[src/rtl/ycr_clk_ctrl_mc.sv]
// rtl/ycr_clk_ctrl_mc.sv - multi-channel clock controller with per-channel sleep/wake handshake FSM
// Optional idle auto-sleep feature: define YCR_CLKCTRL_IDLE_EN.

module ycr_cg (
  input  logic clk,
  input  logic en,
  input  logic te,
  output logic clk_o
);
  logic en_q;

  // Enable captured while clk is low, so the AND below can never chop a high phase.
  always_ff @(negedge clk) en_q <= en | te;

  assign clk_o = clk & en_q;
endmodule

module ycr_clk_ctrl_mc #(
  parameter int NUM_CH    = 3,
  parameter int CNT_W     = 4,
  parameter int DRAIN_CYC = 2,
  parameter int WAKE_CYC  = 3,
  parameter int IDLE_W    = 8,
  parameter int IDLE_CYC  = 64
) (
  input  logic              clk,
  input  logic              rst,
  input  logic              test_mode,
  input  logic              test_rst,
  input  logic [NUM_CH-1:0] sleep_req_i,
  input  logic [NUM_CH-1:0] wake_req_i,
  input  logic [NUM_CH-1:0] busy_i,
  output logic              clk_alw_on_o,
  output logic              clk_dbgc_o,
  output logic [NUM_CH-1:0] clk_o,
  output logic [NUM_CH-1:0] clk_en_o,
  output logic [NUM_CH-1:0] sleep_ack_o,
  output logic [NUM_CH-1:0] rdy_o
);
  typedef enum logic [1:0] {ST_RUN = 2'd0, ST_DRAIN = 2'd1, ST_GATED = 2'd2, ST_WAKE = 2'd3} state_t;

  localparam logic [CNT_W-1:0] DRAIN_LD = CNT_W'((DRAIN_CYC == 0) ? 0 : DRAIN_CYC - 1);
  localparam logic [CNT_W-1:0] WAKE_LD  = CNT_W'((WAKE_CYC == 0) ? 0 : WAKE_CYC - 1);

  logic             ctrl_rst;
  state_t           state_q [NUM_CH];
  state_t           state_d [NUM_CH];
  logic [CNT_W-1:0] cnt_q   [NUM_CH];
  logic [CNT_W-1:0] cnt_d   [NUM_CH];
  logic [NUM_CH-1:0] en_d, ack_d, rdy_d, go_sleep, abort;

  assign ctrl_rst     = test_mode ? test_rst : rst;
  assign clk_alw_on_o = clk;
  assign clk_dbgc_o   = clk;

`ifdef YCR_CLKCTRL_IDLE_EN
  logic [IDLE_W-1:0] idle_q [NUM_CH];
  logic [IDLE_W-1:0] idle_d [NUM_CH];

  always_comb begin
    for (int i = 0; i < NUM_CH; i++) begin
      go_sleep[i] = sleep_req_i[i] | (idle_q[i] == IDLE_W'(IDLE_CYC));
      abort[i]    = wake_req_i[i] | busy_i[i];
    end
  end

  always_comb begin
    for (int i = 0; i < NUM_CH; i++) begin
      idle_d[i] = '0;
      if (state_q[i] == ST_RUN && state_d[i] == ST_RUN &&
          !busy_i[i] && !wake_req_i[i] && !sleep_req_i[i])
        idle_d[i] = (idle_q[i] < IDLE_W'(IDLE_CYC)) ? idle_q[i] + IDLE_W'(1) : idle_q[i];
    end
  end

  always_ff @(posedge clk or posedge ctrl_rst) begin
    if (ctrl_rst) begin
      for (int i = 0; i < NUM_CH; i++) idle_q[i] <= '0;
    end else begin
      for (int i = 0; i < NUM_CH; i++) idle_q[i] <= idle_d[i];
    end
  end
`else
  logic unused_busy;
  assign unused_busy = ^busy_i;
  assign go_sleep    = sleep_req_i;
  assign abort       = wake_req_i;
`endif

  always_ff @(posedge clk or posedge ctrl_rst) begin
    if (ctrl_rst) begin
      for (int i = 0; i < NUM_CH; i++) begin
        state_q[i] <= ST_RUN;
        cnt_q[i]   <= '0;
      end
      clk_en_o    <= '1;
      rdy_o       <= '1;
      sleep_ack_o <= '0;
    end else begin
      for (int i = 0; i < NUM_CH; i++) begin
        state_q[i] <= state_d[i];
        cnt_q[i]   <= cnt_d[i];
      end
      clk_en_o    <= en_d;
      rdy_o       <= rdy_d;
      sleep_ack_o <= ack_d;
    end
  end

  always_comb begin
    for (int i = 0; i < NUM_CH; i++) begin
      state_d[i] = state_q[i];
      cnt_d[i]   = cnt_q[i];
      case (state_q[i])
        ST_RUN: begin
          if (go_sleep[i] && !wake_req_i[i]) begin
            if (DRAIN_CYC == 0) begin
              state_d[i] = ST_GATED;
            end else begin
              state_d[i] = ST_DRAIN;
              cnt_d[i]   = DRAIN_LD;
            end
          end
        end
        ST_DRAIN: begin
          if (abort[i])
            state_d[i] = ST_RUN;
          else if (cnt_q[i] == '0)
            state_d[i] = ST_GATED;
          else
            cnt_d[i] = cnt_q[i] - CNT_W'(1);
        end
        ST_GATED: begin
          if (wake_req_i[i]) begin
            if (WAKE_CYC == 0) begin
              state_d[i] = ST_RUN;
            end else begin
              state_d[i] = ST_WAKE;
              cnt_d[i]   = WAKE_LD;
            end
          end
        end
        ST_WAKE: begin
          if (cnt_q[i] == '0)
            state_d[i] = ST_RUN;
          else
            cnt_d[i] = cnt_q[i] - CNT_W'(1);
        end
        default: begin
          state_d[i] = ST_RUN;
          cnt_d[i]   = '0;
        end
      endcase
    end
  end

  // Outputs are decoded from the next state so the registered flags line up with the state register.
  always_comb begin
    for (int i = 0; i < NUM_CH; i++) begin
      en_d[i]  = (state_d[i] != ST_GATED);
      ack_d[i] = (state_d[i] == ST_GATED);
      rdy_d[i] = (state_d[i] == ST_RUN);
    end
  end

  for (genvar g = 0; g < NUM_CH; g++) begin : g_cg
    ycr_cg u_cg (
      .clk   (clk),
      .en    (clk_en_o[g]),
      .te    (test_mode),
      .clk_o (clk_o[g])
    );
  end
endmodule
[config.mk]
export PLATFORM = sky130hd
export DESIGN_NAME = ycr_clk_ctrl_mc
export DESIGN_NICKNAME = d
export VERILOG_FILES = /design/src/rtl/ycr_clk_ctrl_mc.sv
export SDC_FILE = /design/constraint.sdc
export NUM_CORES = 1
export LEC_CHECK = 0
export BUFFER_PORTS_ARGS = -buffer_cell sky130_fd_sc_hd__buf_2
export CAP_MARGIN = 5
export CORE_AREA = 2 2 77 64
export DETAILED_ROUTE_END_ITERATION = 16
export DIE_AREA = 0 0 79 66
export PLACE_DENSITY_LB_ADDON = 0.1
export SKIP_LAST_GASP = 1
export SYNTH_ARGS = -nofsm -noshare
export SYNTH_HDL_FRONTEND = slang
export SYNTH_SLANG_ARGS = --single-unit
[constraint.sdc]
create_clock -name clk -period 2.8 [get_ports clk]
set_clock_uncertainty 0.1 [all_clocks]
set_input_delay 0.56 -clock clk [delete_from_list [all_inputs] [get_ports clk]]
set_output_delay 0.56 -clock clk [all_outputs]
set_load 0.01 [all_outputs]
# Yosys cells after proc, flatten, opt, wreduce, memory -nomap -nowiden
# Cells that the tools add are included.
# W data, S select, Z words.
dict set report classes {
  add_sub_neg 3
  eq_ne 24
  n_mux 34
  bitwise 6
  n_reduce_logical 18
}
# operator count
set op_table {}
lappend op_table {{$mux W4} 12}
lappend op_table {{$pmux W4 S4} 3}
lappend op_table {{$mux W2} 15}
lappend op_table {{$ne A2 B2 Y1 const B} 12}
lappend op_table {{$pmux W2 S4} 3}
lappend op_table {{$eq A2 B2 Y1 const B} 9}
lappend op_table {{$logic_not A2 Y1} 6}
lappend op_table {{$logic_not A4 Y1} 3}
lappend op_table {{$sub A4 B1 Y4 const B} 3}
lappend op_table {{$reduce_and A3 Y1} 3}
lappend op_table {{$eq A2 B1 Y1 const B} 3}
lappend op_table {{$and A1 B1 Y1} 3}
lappend op_table {{$logic_and A1 B1 Y1} 3}
lappend op_table {{$logic_not A1 Y1} 3}
lappend op_table {{$or A1 B1 Y1} 3}
lappend op_table {{$mux W1} 1}
dict set report totals {
  regBits 30
  input_bits 13
  output_inout_bits 14
}

# Longest topological paths before layout
# Gate-level depths: netlist of the first run.
dict set report logic_depth {
  ltp_word 5
  mapped_depth 7
  mapped_depth_nobuf 7
}

# Hierarchy
# From an unflattened synthesis of the first run, not the netlist that was laid out.
dict set report unflattened {
  hier_cells 156
  area_unflattened_um2 1540.2
}
# module n_inst cells_per_inst area_each_um2 seq_area_each_um2
set by_module_without_submodules {}
lappend by_module_without_submodules {ycr_clk_ctrl_mc 1 144 1431.4 683.2}
lappend by_module_without_submodules {ycr_cg 3 4 36.3 20.0}

==> flow_summary.json, run 1 <==
{
  "drt_iter0_drc": 44,
  "slowest_delay_ns": 0.29,
  "postRouteWirelength_mm": 2.70,
  "final_cell_area_mm2": 0.00181,
  "p_per_area_mw_per_mm2": 1180,
  "grt_pass1_wl_mm": 4.40,
  "worst_slew_pin_slew_ns": 0.359,
  "area_growth_pct": 19.5,
  "ys.flop_type": "dfrtp_1",
  "synth_xor_xnor_area_share_pct": 0,
  "final_common_cell": "buf_2",
  "maxSlewViolCount": 0,
  "violations": "negative setup slack",
  "hold_path_class": "in -> async",
  "vias_per_cell": 4.47,
  "yosys.area_share.adder_pct": 4.97,
  "track_usage_pct": 12.0,
  "path_clk_slew_ns": 0.07,
  "detail-route-antenna-nets": 0,
  "port_buffers": 23,
  "yosysSeqAreaShare_pct": 49.2,
  "worstSetupPathType": "reg -> out",
  "intPower_uw": 1320,
  "antenna_found_initial": 0,
  "dieArea_mm2": 0.00521,
  "status": "finished with violations",
  "startpoint_type": "register",
  "antenna_cells": 0,
  "tritoncts": "built",
  "synth-compound-area-share_pct": 14.0,
  "dp_hpwl_mm": 1.83,
  "clkLatencyLatePin_ns": 0.38,
  "chipHeight_um": 66,
  "io_pins": 27,
  "final_cell_count_no_fill": 236,
  "syn_area_per_cell_um2": 10.4,
  "synth_top_family_by_area": "simple AND/OR/NAND/NOR gates",
  "comb_power_share_pct": 32.4,
  "drcViolationCount": 0,
  "final_cell_mix": "buf_2 (23), dfrtp_1 (21), inv_1 (15), nand2_1 (14), o21ai_0 (12)",
  "worst_ep_required_time_ns": 2.14,
  "hold_viol": 0,
  "synth_warnings": 0,
  "via_count": 1056,
  "final.setup.worst_slack_ns": -0.261,
  "die_x_um": 79,
  "synth-simple-area-share_pct": 17.9,
  "p_seq_share_pct": 35.9,
  "syn-instance-count": 146,
  "ir_drop_v": 0.000441,
  "async_flop_share_pct": 90.0,
  "nets": 193,
  "ys_ff_latch": 30,
  "syn_nets": 165,
  "crit_chain": "and2_1 > buf_2",
  "grt-ovfl-total": 0,
  "crit_path_end_kind": "output pin",
  "globalplace.congestion": 0.779,
  "clockPowerShare_pct": 31.7,
  "core_mm2": 0.00446,
  "wl_per_cell_um": 11.4,
  "slew_headroom_pct": 76.1,
  "floorplan.initialDensity_pct": 33.9,
  "setup_viol": 6,
  "synth_area_mm2": 0.00151,
  "rows": 22,
  "cpMaxStageDelayCell": "dfxtp_1",
  "dp_cells": 221,
  "synthMuxAreaShare_pct": 5.05,
  "drive_above_1_share_pct": 31.3,
  "first_pass_iters": 4,
  "sw_frac_of_total_pct": 37.8,
  "critPathMaxFanout": 1,
  "cap_violations": 0,
  "leakagePower_uw": 0.000830,
  "cp.arrival_ns": 2.40,
  "grt_max_degree": 28,
  "rsz0062_at_grt": "true",
  "synthDistinctLibCells": 36,
  "cts_resized": 0,
  "synth-edff-count": 0,
  "net-switching-power_uw": 802,
  "place_area_mm2": 0.00165,
  "grt_pass1_vias": 1012
}
[metal layers]
layer	up-vias	routed length [µm]	GRT usage, %
li1	542	-	-
met1	487	1330	14.8
met2	21	1160	14.7
met3	6	151	7.65
met4	0	58	8.62
met5	-	0	0
[power groups by stage]
stage	registers [µW]	clock network, µW	logic, µW
CTS	760	706	695
global placement	765	147	678
floorplan	744	189	561
finish	762	673	687
detailed placement	765	147	692
global route	787	738	796
[state kept, by name (all words and copies together) (netlist names)]
signal          flops
sleep_ack_o         3
clk_en_o            3
g_cg.u_cg.en_q      3
cnt_q              12
rdy_o               3
state_q             6
[path summary, 6_finish.rpt]
| kind | from | to | slack (ns) | cells past startpoint |
|---|---|---|---|---|
| worst max-delay path | g_cg[0].u_cg.en_q$_DFF_N_ | clk_o[0] | -0.26 | 2 |
| worst min-delay path | rst | sleep_ack_o[2]$_DFF_PP0_ | 0.25 | 3 |
| worst max register to register | clk_en_o[0]$_DFF_PP1_ | g_cg[0].u_cg.en_q$_DFF_N_ | 0.63 | 1 |
| worst min register to register | cnt_q[2]$_DFFE_PP0P_ | cnt_q[2]$_DFFE_PP0P_ | 0.40 | 1 |
| max in group asynchronous | test_mode | rdy_o[0]$_DFF_PP1_ | 1.93 | 3 |
| min in group clk | wake_req_i[1] | sleep_ack_o[1]$_DFF_PP0_ | 0.29 | 2 |
[layout make-up]
class	instances	area, µm²
multi-input cells	91	646
well taps	60	75.1
repair buffers	20	105
clock inverters	6	31.3
flip-flops and latches	30	743
fillers	453	2650
clock buffers	15	153
inverters	14	52.6
[worst max-delay path, delay by kind of cell, from the launching register on]
family                 cells  cell delay (ns)
DFF                        1             0.29
and+or+nand+nor            1             0.12
buffers and inverters      1             0.13
[cells in the mapped netlist, types with 2 or more instances]
cell / n / area share (%)
mux2i_1: 5 / 3.3
dfxtp_1: 3 / 4.0
nor2_1: 5 / 1.2
or3_1: 2 / 0.83
nor3_1: 2 / 0.66
o21ai_0: 12 / 4.0
nand4bb_1: 2 / 1.5
inv_1: 13 / 3.2
nand2b_1: 4 / 1.7
and2_1: 3 / 1.2
o31ai_1: 4 / 2.0
nand2_1: 14 / 3.5
nand3b_1: 3 / 1.5
nor2b_1: 4 / 1.7
ha_1: 6 / 5.0
dfrtp_1: 21 / 35
or2_2: 4 / 1.7
o221ai_1: 2 / 1.2
a21oi_1: 6 / 2.0
inv_2: 2 / 0.50
buf_4: 9 / 4.5
dfstp_2: 6 / 10
[metrics by stage]
stage	worst slack, ns	util (%)	hold slack (ns)	total power [µW]	TNS [ns]
global route	-0.307	40.5	0.261	2320	-0.890
global placement	0.199	37.0	0.395	1590	0
detailed placement	0.198	37.0	0.397	1600	0
finish	-0.261	40.5	0.248	2120	-0.755
CTS	-0.288	40.5	0.248	2160	-0.817
floorplan	0.203	-	0.361	1490	0
[timing repair]
item                       in CTS  in global routing
setup endpoints to repair       6                  6
hold buffers                    0                  0
pin swaps                       2                  0
setup buffers                   0                  0
[cell families (layout without fill, tap and decap cells)]
family                   Yosys count  after routing
AND/OR/NAND/NOR                   46             46
AO/OA/AOI/OAI                     32             32
flip-flops                        30             30
buffers and inverters             25             55
multiplexers                       7              7
adder cells (fa/ha/maj)            6              6
Power figures use the tool's default switching activity.
==> inputs of run 2 (changes only) <==
==> constraint.sdc (replaced) <==
create_clock -name clk -period 2.8 [get_ports clk]
set_clock_uncertainty 0.1 [all_clocks]
set_input_delay 0.42 -clock clk [delete_from_list [all_inputs] [get_ports clk]]
set_output_delay 0.42 -clock clk [all_outputs]
set_load 0.01 [all_outputs]
==> run 2 against run 1 <==
Net effect: the flow still finishes with violations (negative setup slack); clock power is 11% higher; core utilization is 0.53 points higher; first-iteration DRC count is 39% higher; die area stayed put; critical path type unchanged.
==> flow_summary.json, run 2 (synthesized netlist as in run 1, its figures left out) <==
{
  "core_mm2": 0.00446,
  "first_pass_iters": 4,
  "biggestRegsByFlops": "cnt_q (12), state_q (6)",
  "dieArea_mm2": 0.00521,
  "via_count": 1051,
  "floorplan.initialDensity_pct": 33.9,
  "vias_per_cell": 4.45,
  "holdBufCountCts": 0,
  "final-seq-area_um2": 743,
  "antenna_cells": 0,
  "startpoint_type": "register",
  "final_cell_count_no_fill": 236,
  "cp-endpoint": "clk_o[2]",
  "grt_max_degree": 18,
  "dp_cells": 221,
  "slew_headroom_pct": 55.7,
  "crit_path_start": "g_cg[2].u_cg.en_q$_DFF_N_",
  "r2r_end": "g_cg[2].u_cg.en_q$_DFF_N_",
  "clkLatencyLatePin_ns": 0.38,
  "crit_path_end_kind": "output pin",
  "leakagePower_uw": 0.000848,
  "dp_hpwl_mm": 1.92,
  "fillers": 436,
  "ir_drop_v": 0.000547,
  "p_per_area_mw_per_mm2": 1200,
  "hold_path_class": "in -> async",
  "die_x_um": 79,
  "violations": "negative setup slack",
  "cp.arrival_ns": 2.38,
  "rrSetupSlack_ns": 0.63,
  "critPathMaxFanout": 1,
  "final_cell_mix": "buf_2 (23), dfrtp_1 (21), inv_1 (15), nand2_1 (14), o21ai_0 (12)",
  "port_buffers": 23,
  "rows": 22,
  "chipHeight_um": 66,
  "area_growth_pct": 21.0,
  "grt-ovfl-total": 0,
  "worst_slew_pin_slew_ns": 0.650,
  "final.setup.worst_slack_ns": -0.104,
  "drive_above_1_share_pct": 31.3,
  "nets": 193,
  "regMostFlops": "cnt_q",
  "worst_ep_required_time_ns": 2.28,
  "tritoncts": "built",
  "place_area_mm2": 0.00165,
  "drcViolationCount": 0,
  "worstSetupPathType": "reg -> out",
  "status": "finished with violations",
  "multi_input_area_um2": 646,
  "cap_violations": 0,
  "postRouteWirelength_mm": 2.65,
  "final_cell_area_mm2": 0.00183,
  "r2r-start": "clk_en_o[2]$_DFF_PP1_",
  "globalplace.congestion": 0.767,
  "maxSlewViolCount": 0,
  "wl_per_cell_um": 11.2,
  "io_pins": 27,
  "post-cts-setup-buffers": 0,
  "hold_viol": 0,
  "path_clk_slew_ns": 0.07,
  "finalPower_uw": 2200,
  "largest_reg_flops": 12,
  "track_usage_pct": 11.6,
  "rsz0062_at_grt": "true",
  "setup_viol": 6,
  "reg2reg_depth": 1,
  "detail-route-antenna-nets": 0,
  "drt_iter0_drc": 61,
  "grt_pass1_wl_mm": 4.49,
  "final_common_cell": "buf_2",
  "grt_pass1_vias": 1039,
  "antenna_found_initial": 0,
  "timing.hold.ws_ns": 0.0784
}
[run 2: final cells by class]
| type | instances | share of cell area [%] |
|---|---|---|
| flip-flops and latches | 30 | 40.6 |
| multi-input cells | 91 | 35.3 |
| clock buffers | 15 | 8.34 |
| repair buffers | 20 | 5.75 |
| well taps | 60 | 4.10 |
| clock inverters | 6 | 3.01 |
| inverters | 14 | 2.87 |
[run 2: repair_timing]
| action | CTS | global route |
|---|---|---|
| resized for setup | 0 | 0 |
| endpoints found under the hold margin | 0 | 0 |
| endpoints found under the setup margin | 6 | 6 |
| pin swaps | 2 | 0 |
[run 2: critical path, stage by stage (launching register included)]
cell	delay, ns
dfxtp_1	0.28
and2_1	0.12
buf_2	0.13
[run 2: layer usage]
layer / track usage (%) / vias to the layer above / share of wire, %
li1: - / 540 / -
met1: 13.9 / 493 / 51
met2: 16.6 / 16 / 43
met3: 7.24 / 2 / 5.6
met4: 4.96 / 0 / 0.53
met5: 0 / - / 0
[run 2: stage by stage]
stage | setup slack, ns | TNS [ns] | utilization, %
after CTS | -0.123 | -0.351 | 41.0
after detailed placement | 0.330 | 0 | 37.0
after global routing | -0.139 | -0.411 | 41.0
after global placement | 0.337 | 0 | 37.0
after floorplan | 0.343 | 0 | -
final | -0.104 | -0.291 | 41.0
[run 2: power breakdown]
part	internal (µW)	switching (µW)	leakage [µW]
Sequential	622	141	0.000353
Combinational	313	372	0.000364
Clock	470	277	0.000131
[run 2: worst min path at each step]
stage                    startpoint                   end  cells past startpoint
2_1_floorplan  cnt_q[2]$_DFFE_PP0P_  cnt_q[2]$_DFFE_PP0P_                      1
6_report                   test_rst  cnt_q[8]$_DFFE_PP0P_                      2
3_3_place_gp   cnt_q[2]$_DFFE_PP0P_  cnt_q[2]$_DFFE_PP0P_                      1
3_5_place_dp   cnt_q[2]$_DFFE_PP0P_  cnt_q[2]$_DFFE_PP0P_                      1
4_1_cts                    test_rst  state_q[3]$_DFF_PP0_                      2
5_1_grt                    test_rst  cnt_q[7]$_DFFE_PP0P_                      2
==> inputs of run 3 (changes only) <==
--- a/config.mk
+++ b/config.mk
@@ -5,11 +5,11 @@
 export SDC_FILE = /design/constraint.sdc
 export NUM_CORES = 1
 export LEC_CHECK = 0
-export BUFFER_PORTS_ARGS = -buffer_cell sky130_fd_sc_hd__buf_2
 export CAP_MARGIN = 5
-export CORE_AREA = 2 2 77 64
+export CORE_AREA = 2 2 63 77
 export DETAILED_ROUTE_END_ITERATION = 16
-export DIE_AREA = 0 0 79 66
+export DIE_AREA = 0 0 65 79
+export DONT_BUFFER_PORTS = 1
 export PLACE_DENSITY_LB_ADDON = 0.1
 export SKIP_LAST_GASP = 1
 export SYNTH_ARGS = -nofsm -noshare
==> run 3 against run 2 <==
Net effect: the run still ends with negative setup slack left; clock power down 6.2%; first-iteration DRC count increased by 77%; largest power group unchanged; register-to-register slack worse by 0.04 ns; die area shrank 1.5%; critical path depth fell by 1; non-clock buffer count fell by 18; core utilization fell by 2.1 points; critical endpoint unchanged; largest cell class unchanged; total power fell by 4.2%; sequential power up 3.9%; via count is 3.2% lower.
==> flow_summary.json, run 3 (synthesized netlist as in run 1, its figures left out) <==
{
  "die_x_um": 65,
  "path_buf_inv": 0,
  "final_cell_count_no_fill": 211,
  "wl_per_cell_um": 12.9,
  "drive_above_1_share_pct": 21.6,
  "drt_iter0_drc": 108,
  "final.setup.worst_slack_ns": -0.00780,
  "intPower_uw": 1360,
  "detail-route-antenna-nets": 0,
  "final_cell_mix": "dfrtp_1 (21), inv_1 (15), nand2_1 (14), o21ai_0 (12), clkbuf_8 (9)",
  "grt_pass1_vias": 1062,
  "critPathMaxFanout": 1,
  "worstSetupPathType": "reg -> out",
  "drcViolationCount": 0,
  "post-cts-setup-buffers": 0,
  "biggestRegsByFlops": "cnt_q (12), state_q (6)",
  "maxSlewViolCount": 0,
  "sw_frac_of_total_pct": 35.4,
  "status": "finished with violations",
  "leakagePower_uw": 0.000759,
  "final_common_cell": "dfrtp_1",
  "area_growth_pct": 13.8,
  "comb_power_share_pct": 29.0,
  "grt_max_degree": 28,
  "first_pass_iters": 4,
  "path_clk_slew_ns": 0.06,
  "net-switching-power_uw": 745,
  "cpMaxStageDelayCell": "dfxtp_1",
  "crit_family": "flip-flops",
  "cap_violations": 0,
  "chipHeight_um": 79,
  "grt-ovfl-total": 0,
  "clockPowerShare_pct": 33.3,
  "cp.arrival_ns": 2.29,
  "worst_ep_required_time_ns": 2.28,
  "slew_headroom_pct": 33.5,
  "regMostFlops": "cnt_q",
  "hold_viol": 0,
  "via_count": 1017,
  "grt_use_met2_pct": 17.2,
  "track_usage_pct": 12.7,
  "violations": "negative setup slack",
  "dp_cells": 194,
  "hold_path_class": "in -> reg",
  "dpl_worst_slack_ns": 0.436,
  "clkLatencyLatePin_ns": 0.38,
  "postRouteWirelength_mm": 2.71,
  "use_met3_pct": 7.51,
  "dp_hpwl_mm": 1.87,
  "tritoncts": "built",
  "utilization_pct": 38.9,
  "rows": 27,
  "vias_per_cell": 4.82,
  "p_per_area_mw_per_mm2": 1220,
  "dieArea_mm2": 0.00514,
  "crit_chain": "and2_4",
  "antenna_cells": 0,
  "grt_pass1_wl_mm": 4.70,
  "grt.busiest_layer": "met2",
  "nets": 170,
  "antenna_found_initial": 0,
  "worst_slew_pin_slew_ns": 0.976,
  "crit_path_end_kind": "output pin",
  "rsz0062_at_grt": "true",
  "grtUsageMet1_pct": 14.1,
  "fillers": 443,
  "core_mm2": 0.00443,
  "largest_reg_flops": 12,
  "port_buffers": 0,
  "ir_drop_v": 0.000333,
  "floorplan.initialDensity_pct": 34.2,
  "p_seq_share_pct": 37.7,
  "startpoint_type": "register",
  "slowest_delay_ns": 0.29,
  "io_pins": 27,
  "globalplace.congestion": 0.768,
  "setup_viol": 4
}
## run 3: changes by cell type in the layout (fill, tap and decap cells not counted)
| cell | before | now |
|---|---|---|
| and2_1 | 3 | 0 |
| and2_4 | 0 | 3 |
| buf_2 | 23 | 0 |
| buf_4 | 2 | 0 |
| clkinv_1 | 0 | 1 |
| clkinv_4 | 1 | 0 |
| dfxtp_1 | 3 | 2 |
| dfxtp_2 | 0 | 1 |
| dlygate4sd3_1 | 0 | 2 |
## run 3: area by class of cell
class,count,area (µm²),area share (%)
timing repair buffer,2,20.0,1.16
multi-input combinational,91,653,38.0
clock buffer,10,128,7.42
tap,58,72.6,4.22
sequential,30,744,43.3
inverter,14,52.6,3.05
clock inverter,6,50.0,2.91
## run 3: what timing repair did
| item | in CTS | in global routing |
|---|---|---|
| resized for setup | 3 | 1 |
| endpoints found under the hold margin | 2 | 0 |
| hold buffers | 2 | 0 |
| setup endpoints to repair | 6 | 6 |
| pin swaps | 2 | 0 |
## run 3: power by group through the flow
stage          clock network, µW  registers, µW  logic (µW)
2_1_floorplan                189            744         561
3_3_place_gp                67.5            801         589
3_5_place_dp                67.5            803         613
4_1_cts                      726            798         622
5_1_grt                      756            821         708
6_report                     701            793         609
## run 3: final timing paths
check | slack, ns | from | to | cells after the start
max | -0.008 | g_cg[2].u_cg.en_q$_DFF_N_ | clk_o[2] | 1
min | 0.04 | wake_req_i[2] | state_q[1]$_DFF_PP0_ | 1
max reg2reg | 0.59 | clk_en_o[0]$_DFF_PP1_ | g_cg[0].u_cg.en_q$_DFF_N_ | 1
min reg2reg | 0.41 | cnt_q[2]$_DFFE_PP0P_ | cnt_q[2]$_DFFE_PP0P_ | 1
max in group asynchronous | 1.86 | test_mode | state_q[1]$_DFF_PP0_ | 1
min in group asynchronous | 0.09 | test_rst | cnt_q[2]$_DFFE_PP0P_ | 1
## run 3: metal layers
| metal | up-vias | part of all wire [%] |
|---|---|---|
| met1 | 485 | 42 |
| met4 | 0 | 2.4 |
| met2 | 29 | 48 |
| li1 | 493 | - |
| met5 | - | 0 |
| met3 | 10 | 7.7 |
## run 3: metrics by stage
step / setup TNS [ns] / power, µW / hold slack [ns] / instance area (µm²)
detailed placement: 0 / 1480 / 0.320 / 1520
floorplan: 0 / 1490 / 0.361 / 1510
CTS: -0.0552 / 2150 / 0.0265 / 1720
global placement: 0 / 1460 / 0.320 / 1520
global route: -0.155 / 2280 / 0.0223 / 1720
finish: -0.0113 / 2100 / 0.0386 / 1720
